<file path="src/rtl/filtr_anc_mc.sv">
// Multi-channel adaptive notch filter: NCH lattice channels time-shared over one
// registered multiplier, with run-time step size, freeze, coefficient clamp and overrun flag.
module filtr_anc_mc #(
    parameter int     DATA_W = 24,
    parameter int     COEF_W = 35,
    parameter int     NCH    = 4,
    parameter int     CH_W   = 2,
    parameter longint R      = longint'(1) <<< (COEF_W - 3),
    parameter longint R2     = longint'(1) <<< (COEF_W - 4),
    parameter longint A_INIT = 0,
    parameter longint A_MAX  = (longint'(1) <<< (COEF_W - 2)) * 15 / 8
) (
    input  logic              clk,
    input  logic              reset,
    input  logic [DATA_W-1:0] data_in,
    input  logic [CH_W-1:0]   ch_in,
    input  logic              sample_trig,
    input  logic              adapt_en,
    input  logic [5:0]        mu_shift,
    output logic              busy,
    output logic              filter_done,
    output logic [DATA_W-1:0] data_out,
    output logic [CH_W-1:0]   ch_out,
    output logic [COEF_W-1:0] coef_out,
    output logic              overrun
);
    localparam int SW    = DATA_W + 2;  // lattice state
    localparam int ASW   = DATA_W + 3;  // a*s1 term, |a| < 2
    localparam int XW    = ASW + 2;     // pre-saturation s
    localparam int EW    = DATA_W + 5;  // error e, never saturated internally
    localparam int OPA_W = (COEF_W > EW) ? COEF_W : EW;
    localparam int OPB_W = ASW;
    localparam int PW    = OPA_W + OPB_W;
    localparam int UW    = PW + 1;
    localparam int SH    = COEF_W - 2;

    localparam logic signed [COEF_W-1:0] R_C     = COEF_W'(R);
    localparam logic signed [COEF_W-1:0] R2_C    = COEF_W'(R2);
    localparam logic signed [COEF_W-1:0] AINIT_C = COEF_W'(A_INIT);
    localparam logic signed [COEF_W-1:0] AMAX_C  = COEF_W'(A_MAX);
    localparam logic signed [COEF_W-1:0] AMIN_C  = -AMAX_C;
    localparam logic signed [UW-1:0]     AMAX_U  = UW'(A_MAX);
    localparam logic signed [UW-1:0]     AMIN_U  = -AMAX_U;
    localparam logic signed [SW-1:0]     S_MAXV  = {1'b0, {(SW-1){1'b1}}};
    localparam logic signed [SW-1:0]     S_MINV  = {1'b1, {(SW-1){1'b0}}};
    localparam logic signed [DATA_W-1:0] D_MAXV  = {1'b0, {(DATA_W-1){1'b1}}};
    localparam logic signed [DATA_W-1:0] D_MINV  = {1'b1, {(DATA_W-1){1'b0}}};

    typedef enum logic [2:0] {IDLE, MUL_AS, MUL_RAS, MUL_R2S, SUM, MUL_UPD, WRITE} state_t;

    state_t                    state_q, state_d;
    logic signed [DATA_W-1:0]  x_q, x_d;
    logic [CH_W-1:0]           ch_q, ch_d;
    logic                      adapt_q, adapt_d, vld_q, vld_d;
    logic [5:0]                mu_q, mu_d;
    logic signed [SW-1:0]      s1w_q, s1w_d, s2w_q, s2w_d, s_q, s_d;
    logic signed [COEF_W-1:0]  aw_q, aw_d;
    logic signed [ASW-1:0]     as1_q, as1_d, ras_q, ras_d;
    logic signed [EW-1:0]      e_q, e_d;
    logic signed [PW-1:0]      prod_q, prod_d;
    logic                      busy_q, busy_d, done_q, done_d, ovr_q, ovr_d;
    logic signed [DATA_W-1:0]  dout_q, dout_d;
    logic [CH_W-1:0]           chout_q, chout_d;
    logic signed [COEF_W-1:0]  coef_q, coef_d;

    logic signed [SW-1:0]      s1_m [NCH];
    logic signed [SW-1:0]      s2_m [NCH];
    logic signed [COEF_W-1:0]  a_m  [NCH];

    logic                      in_rng;
    logic signed [OPA_W-1:0]   opa;
    logic signed [OPB_W-1:0]   opb;
    logic signed [ASW-1:0]     r2s;
    logic signed [XW-1:0]      s_x;
    logic signed [PW-1:0]      upd;
    logic signed [UW-1:0]      diff;
    logic signed [COEF_W-1:0]  a_new;

    always_comb begin
        state_d = state_q;  x_d = x_q;  ch_d = ch_q;  adapt_d = adapt_q;  mu_d = mu_q;
        vld_d = vld_q;  s1w_d = s1w_q;  s2w_d = s2w_q;  aw_d = aw_q;
        as1_d = as1_q;  ras_d = ras_q;  s_d = s_q;  e_d = e_q;
        done_d = 1'b0;  dout_d = dout_q;  chout_d = chout_q;  coef_d = coef_q;
        ovr_d = ovr_q | (sample_trig & (state_q != IDLE));
        opa = '0;  opb = '0;  r2s = '0;  s_x = '0;  upd = '0;  diff = '0;  a_new = aw_q;
        in_rng = ({1'b0, ch_in} < (CH_W+1)'(NCH));

        case (state_q)
            IDLE: if (sample_trig) begin
                state_d = MUL_AS;
                x_d     = $signed(data_in);
                ch_d    = ch_in;
                adapt_d = adapt_en;
                mu_d    = mu_shift;
                vld_d   = in_rng;
                s1w_d   = in_rng ? s1_m[ch_in] : '0;
                s2w_d   = in_rng ? s2_m[ch_in] : '0;
                aw_d    = in_rng ? a_m[ch_in] : AINIT_C;
            end
            MUL_AS: begin
                opa = OPA_W'(aw_q);
                opb = OPB_W'(s1w_q);
                state_d = MUL_RAS;
            end
            MUL_RAS: begin
                as1_d = ASW'(prod_q >>> SH);
                opa = OPA_W'(R_C);
                opb = as1_d;
                state_d = MUL_R2S;
            end
            MUL_R2S: begin
                ras_d = ASW'(prod_q >>> SH);
                opa = OPA_W'(R2_C);
                opb = OPB_W'(s2w_q);
                state_d = SUM;
            end
            SUM: begin
                // The update product e*s1 is launched here so a_new is ready to register into WRITE.
                r2s = ASW'(prod_q >>> SH);
                s_x = XW'(x_q) - XW'(ras_q) - XW'(r2s);
                if (s_x > XW'(S_MAXV))      s_d = S_MAXV;
                else if (s_x < XW'(S_MINV)) s_d = S_MINV;
                else                        s_d = SW'(s_x);
                e_d = EW'(s_d) + EW'(as1_q) + EW'(s2w_q);
                opa = OPA_W'(e_d);
                opb = OPB_W'(s1w_q);
                state_d = MUL_UPD;
            end
            MUL_UPD: begin
                upd  = prod_q >>> mu_q;
                diff = UW'(aw_q) - UW'(upd);
                if (!vld_q)              a_new = AINIT_C;
                else if (!adapt_q)       a_new = aw_q;
                else if (diff > AMAX_U)  a_new = AMAX_C;
                else if (diff < AMIN_U)  a_new = AMIN_C;
                else                     a_new = COEF_W'(diff);
                if (e_q > EW'(D_MAXV))      dout_d = D_MAXV;
                else if (e_q < EW'(D_MINV)) dout_d = D_MINV;
                else                        dout_d = DATA_W'(e_q);
                chout_d = ch_q;
                coef_d  = a_new;
                done_d  = 1'b1;
                state_d = WRITE;
            end
            WRITE:   state_d = IDLE;
            default: state_d = IDLE;
        endcase

        busy_d = (state_d != IDLE);
        prod_d = PW'(opa) * PW'(opb);
    end

    always_ff @(posedge clk) begin
        if (!reset) begin
            state_q <= IDLE;  x_q <= '0;  ch_q <= '0;  adapt_q <= 1'b0;  mu_q <= '0;
            vld_q <= 1'b0;  s1w_q <= '0;  s2w_q <= '0;  aw_q <= AINIT_C;
            as1_q <= '0;  ras_q <= '0;  s_q <= '0;  e_q <= '0;  prod_q <= '0;
            busy_q <= 1'b0;  done_q <= 1'b0;  ovr_q <= 1'b0;
            dout_q <= '0;  chout_q <= '0;  coef_q <= AINIT_C;
            for (int i = 0; i < NCH; i++) begin
                s1_m[i] <= '0;
                s2_m[i] <= '0;
                a_m[i]  <= AINIT_C;
            end
        end else begin
            state_q <= state_d;  x_q <= x_d;  ch_q <= ch_d;  adapt_q <= adapt_d;  mu_q <= mu_d;
            vld_q <= vld_d;  s1w_q <= s1w_d;  s2w_q <= s2w_d;  aw_q <= aw_d;
            as1_q <= as1_d;  ras_q <= ras_d;  s_q <= s_d;  e_q <= e_d;  prod_q <= prod_d;
            busy_q <= busy_d;  done_q <= done_d;  ovr_q <= ovr_d;
            dout_q <= dout_d;  chout_q <= chout_d;  coef_q <= coef_d;
            if (state_q == WRITE && vld_q) begin
                s2_m[ch_q] <= s1w_q;
                s1_m[ch_q] <= s_q;
                a_m[ch_q]  <= coef_q;
            end
        end
    end

    assign busy        = busy_q;
    assign filter_done = done_q;
    assign data_out    = dout_q;
    assign ch_out      = chout_q;
    assign coef_out    = coef_q;
    assign overrun     = ovr_q;
endmodule

</file>
<file path="config.mk">
export PLATFORM = sky130hd
export DESIGN_NAME = filtr_anc_mc
export DESIGN_NICKNAME = d
export VERILOG_FILES = /design/src/rtl/filtr_anc_mc.sv
export SDC_FILE = /design/constraint.sdc
export NUM_CORES = 2
export LEC_CHECK = 0
export ABC_AREA = 0
export BUFFER_PORTS_ARGS = -buffer_cell sky130_fd_sc_hd__buf_2
export CAP_MARGIN = 20
export CORE_MARGIN = 1
export CORE_UTILIZATION = 30
export CTS_CLUSTER_SIZE = 40
export DETAILED_ROUTE_END_ITERATION = 8
export PLACE_DENSITY = 0.42
export SYNTH_ARGS = -nofsm -noshare
export SYNTH_HDL_FRONTEND = slang
export SYNTH_SLANG_ARGS = --single-unit
export TNS_END_PERCENT = 5
</file>
<file path="constraint.sdc">
create_clock -name clk -period 46.4 [get_ports clk]
set_clock_uncertainty 0.2 [all_clocks]
set_input_delay 9.28 -clock clk [delete_from_list [all_inputs] [get_ports clk]]
set_output_delay 9.28 -clock clk [all_outputs]
set_load 0.01 [all_outputs]
</file>
Word level (Yosys, flattened, before mapping)
Memories as Yosys holds them, arrays and structs flattened. A register that Yosys moved wholly into a read port is not among the register bits.
Index checks and enable logic that the tools add are counted.

storage, ports and cells
  word-level logic and storage cells = 80
  input port bits = 36
  memory bits (writable) = 348
  memories = 3
  output and inout bits = 64
  memory bits (read-only) = 0
  bits in latches = 0
  register bits = 272

memories
  name  depth  bits a word  read ports  clocked after memory_dff  wr ports  RTL line  RTL
  a_m   4      35           1           1                         4         68        logic signed [COEF_W-1:0] a_m [NCH];
  s1_m  4      26           1           1                         4         66        logic signed [SW-1:0] s1_m [NCH];
  s2_m  4      26           1           1                         4         67        logic signed [SW-1:0] s2_m [NCH];

operators by class
  equal/unequal tests = 6
  div/mod/pow operators = 0
  muxes and demuxes = 27
  bitwise operators = 2
  magnitude comparators = 6
  multiply operators = 1
  shift-type cells = 1
  reduce and logical (&&, ||, !) cells = 12
  $add $sub $neg = 5

operators with widths
  cell                                                   count
  two-way mux 35 bit                                     5
  case mux 35 bit (4 select lines)                       1
  two-way mux 26 bit                                     5
  case mux 27 bit (3 select lines)                       1
  > comparator 63 x 35 -> 1 bit (second input constant)  1
  < comparator 63 x 35 -> 1 bit (second input constant)  1
  subtractor 35 x 62 -> 63 bit                           1
  multiplier 35 x 27 -> 62 bit                           1
  >>> shifter 62 x 6 -> 62 bit                           1
  OR reduction 26 bit                                    2
  two-way mux 24 bit                                     2
  OR reduction 35 bit                                    1
  adder 28 x 26 -> 29 bit                                1
  > comparator 29 x 24 -> 1 bit (second input constant)  1
  > comparator 29 x 26 -> 1 bit (second input constant)  1
  < comparator 29 x 24 -> 1 bit (second input constant)  1
  < comparator 29 x 26 -> 1 bit (second input constant)  1
  subtractor 28 x 27 -> 29 bit                           1
  adder 26 x 27 -> 28 bit                                1
  subtractor 24 x 27 -> 28 bit                           1
  case mux 3 bit (6 select lines)                        1
  == test 3 bit (second input constant)                  3
  two-way mux 1 bit                                      8
  == test 3 x 2 -> 1 bit (second input constant)         2
  other kinds (11)                                       16

Logic depth before layout (Yosys ltp)
  depth after elaboration = 10
  mapped depth = 65
  gate-level depth less buffers = 62

Least setup slack after synthesis
Ideal clock, no wire load.

  path type = register -> register
  start = register prod_q[33]
  end = register prod_q[61]
  path buffers = 5
  slack = 31,277 ps
  clock period less this slack = 15,123 ps
  data required time = 46,072 ps
  library setup time = 128 ps
  arrival = 14,795 ps
  stages on the path, launching flop included = 59
  path through = dfxtp_1 -> inv_1 -> fa_1 -> ha_1 -> o21a_1 -> o21ai_0 -> a21o_1 -> a31o_2 -> o31ai_1 -> a31oi_1 -> o211ai_1 -> a311oi_1 -> maj3_1 -> a21boi_0 -> a21o_1 -> clkbuf_1 -> clkbuf_1 -> a21oi_1 -> (+23 left out) -> inv_1 -> fa_1 -> inv_1 -> fa_1 -> inv_1 -> fa_1 -> inv_1 -> ha_1 -> clkbuf_1 -> and3_1 -> nand2_1 -> or4_1 -> o41a_1 -> a31oi_1 -> o21ai_0 -> a32oi_1 -> xnor2_1 -> nor2_1

on the way
  cells in the longest elaborated chain, start to end = 9
  elaborated cells between the ends (all ways) = 11
  classes of those cells = add/sub: 3; mul: 1; order compare: 2; mux: 5

ends and longest elaborated chain
  element                           RTL line  RTL
  from (decl)                       60        logic signed [PW-1:0] prod_q, prod_d;
  from (signal assigned)            157       as1_q <= '0; ras_q <= '0; s_q <= '0; e_q <= '0; prod_q <= '0;
  from (signal assigned)            168       as1_q <= as1_d; ras_q <= ras_d; s_q <= s_d; e_q <= e_d; prod_q <= prod_d;
  subtractor 28 x 27 -> 29 bit      120       s_x = XW'(x_q) - XW'(ras_q) - XW'(r2s);
  < comparator 29 x 26 -> 1 bit     122       else if (s_x < XW'(S_MINV)) s_d = S_MINV;
  two-way mux 26 bit                122
  two-way mux 26 bit                121       if (s_x > XW'(S_MAXV)) s_d = S_MAXV;
  two-way mux 26 bit                88        case (state_q)
  adder 26 x 27 -> 28 bit           124       e_d = EW'(s_d) + EW'(as1_q) + EW'(s2w_q);
  adder 28 x 26 -> 29 bit           124
  case mux 35 bit (4 select lines)  88
  multiplier 35 x 27 -> 62 bit (*)  150       prod_d = PW'(opa) * PW'(opb);

Mark *: on every way between the ends. The rest lies on a longest branch, timed or not. The select of a mux whose other input is x is not followed.
A chain may end at the register's enable or synchronous reset.

Final worst setup path
Ends and elaborated chain as after synthesis.

==> metrics.csv <==
metric,value,unit
wirelength,301000,um
switchingPower,0.000845,W
worstPathRequired,46.73,ns
numClockSinks,707,
path_max_fanout,25,
ys_seq_area_frac,0.243,
worstSetupPathType,reg2reg,
grt_pass1_vias,59181,
tns,0,ns
start_util,0.302,
cp.arrival,18.12,ns
power_density,26.5,nW/um^2
yosys.cell_types.count,94,
cts-buffers-inserted,77,
clock_latency,0.69,ns
final_cells,11051,
synth_edf_count,348,
wire_per_inst,27.2,um
htreeDepth,3,
worstMarginPinSlew,1.28,ns
cts_tree,done,
overflow,0,
clockRootBuffer,clkbuf_16,
dieHeight,494,um
ant_nets,0,
die_w,494,um
drt-initial-drc-count,4347,
ys_warn_count,0,
power_leakage,34.8,nW
cp_slowest_cell,ha_1,
dr.pass1.iters,6,
setup_viol_count_final,0,
timing.final.crit_share,0.383,
async_reset_ff_frac,0,
rows,180,
vias_per_cell,5.19,
slowest_delay,0.88,ns
fp.dieArea,244000,um^2
clock_path_buffers,3,
drc_errors,0,
ys_ff_latch,707,
clock.fmax,56.2,MHz
switching_share,0.402,
seqPwrFrac,0.334,
maxSlewViolCount,0,
rsz0062_at_grt,no,
via_count,57369,
clockPowerShare,0.290,
synth_most_common_cell,nand2_1,
antenna_found_initial,11,
grt_pass1_wl,434000,um
fill_cells,24895,
io_pins,100,
drive_above_1_share,0.0841,
cap_violations,0,
io_buffers,99,
yosysTopAreaCell,fa_1,
ir_drop,0.0276,mV
synthTopCellsByArea,"fa_1 (28%), edfxtp_1 (14%), dfxtp_1 (9.9%), nand2_1 (6.3%), inv_1 (6.1%)",
yosysTopAreaCellShare,0.280,
synth_common_cells,"nand2_1 (1226), inv_1 (1187), fa_1 (1017), nor2_1 (689), a21oi_1 (479)",
crit_path_end_kind,register,
clk_pin_slew,0.06,ns
cts_resized,0,
postCtsSetupBuffers,0,
final-hold-violation-count,0,
postSynthCellCount,7912,
p_int,0.00125,W
dp_hpwl,228000,um
grtUsageTotal,0.246,
postCtsHoldBufs,0,
syn_nets,9258,
gp_congestion,0.906,
p_comb_frac,0.375,
core-area,241000,um^2
areaGrowthSynthToFinish,9.24,%
dp.cells,10901,
slew_headroom,0.149,
status,"complete, no violations",
synth_area,72700,um^2
grt_max_degree,105,
syn_area_per_cell,9.19,um^2
hp-class,reg2reg,
nNetsFinal,9141,
cpMostUsedCell,fa_1,
min_period,17.78,ns
ys.flop_type,dfxtp_1,
startpoint_type,register,
[metal layers]
| metal | global-route usage | wire length, um | vias up |
|---|---|---|---|
| met2 | 0.398 | 138000 | 1717 |
| li1 | - | - | 25289 |
| met1 | 0.335 | 134000 | 30024 |
| met3 | 0.0319 | 16400 | 339 |
| met5 | 0 | 0 | - |
| met4 | 0.0919 | 12200 | 0 |
[registers in the layout, summed over array words and instances, names as in the netlist, 2 cells and up]
signal	flops
s2_m	104
a_m	140
mu_q	6
s2w_q	26
s1_m	104
prod_q	62
state_q	3
ras_q	27
ch_out	2
x_q	24
ch_q	2
aw_q	35
s1w_q	26
coef_out	35
e_q	29
data_out	24
s_q	26
as1_q	27
[logic make-up after synthesis]
| kind of cell | synth area share |
|---|---|
| simple gates | 0.158 |
| buf+inv | 0.0864 |
| fa+ha+maj | 0.331 |
| compound gates | 0.108 |
| flops | 0.243 |
| mux | 0.0588 |
| xor+xnor | 0.0159 |
[layout make-up]
cell class,count,area (um^2),area share
Clock inverter,33,302,0.00380
Tap cell,3185,3990,0.0502
Multi-Input combinational cell,5549,49000,0.618
Sequential cell,707,17600,0.222
Antenna cell,8,20.0,0.000252
Clock buffer,109,2130,0.0268
Timing Repair Buffer,268,1800,0.0227
Inverter,1192,4480,0.0564
[cell usage in the layout, fill, tap and decap left out, types with 27 or more instances in the layout]
master     instances
ha_1             293
o21ai_2           39
nor3_1            45
a21oi_1          474
xnor2_1           93
o21ai_0          232
dfxtp_1          353
and2_1           297
a221o_1           29
and3_1           110
clkbuf_16         77
nand3_1           53
inv_1           1187
buf_2             96
edfxtp_1         348
nand2_1         1222
nor2_1           684
o21bai_1          32
o21a_1            57
mux2i_1           93
xor2_1            39
buf_4            169
a211oi_1          27
nand4_1           44
a22oi_1           40
fa_1            1017
mux4_2           139
a21o_1           126
[worst paths after layout]
path | from | endpoint | slack [ns] | cells after the start
hold / removal | ras_q[7] | ras_q[7] | 0.25 | 2
hold reg to reg | ras_q[7] | ras_q[7] | 0.25 | 2
setup / recovery | prod_q[33] | prod_q[61] | 28.62 | 56
setup reg to reg | prod_q[33] | prod_q[61] | 28.62 | 56
[worst max-delay path, delay by kind of cell, from the launching register on]
family	cells	cell delay, ns
AO/OA/AOI/OAI	25	7.07
adder cells (fa/ha/maj)	12	6.24
AND/OR/NAND/NOR	9	1.87
buffers and inverters	9	1.62
flip-flops	1	0.47
XOR/XNOR	1	0.14
[stage by stage]
| step | instance area (um^2) | util | total power, W | setup slack [ns] | hold WS [ns] |
|---|---|---|---|---|---|
| finish | 79400 | 0.330 | 0.00210 | 28.62 | 0.252 |
| global route | 79400 | 0.330 | 0.00220 | 27.53 | 0.267 |
| CTS | 79400 | 0.330 | 0.00211 | 28.54 | 0.254 |
| detailed placement | 77000 | 0.320 | 0.00150 | 28.57 | 0.247 |
| global placement | 76900 | 0.319 | 0.00150 | 28.75 | 0.242 |
| floorplan | 72700 | - | 0.00120 | 31.28 | 0.236 |
[power groups by stage]
stage          Combinational, W  Clock [W]  Sequential (W)
2_1_floorplan          0.000496          0        0.000700
5_1_grt                0.000847   0.000648        0.000704
3_3_place_gp           0.000781          0        0.000715
6_report               0.000788   0.000610        0.000703
4_1_cts                0.000784   0.000626        0.000702
3_5_place_dp           0.000780          0        0.000716
(Power assumes the default switching activity.)
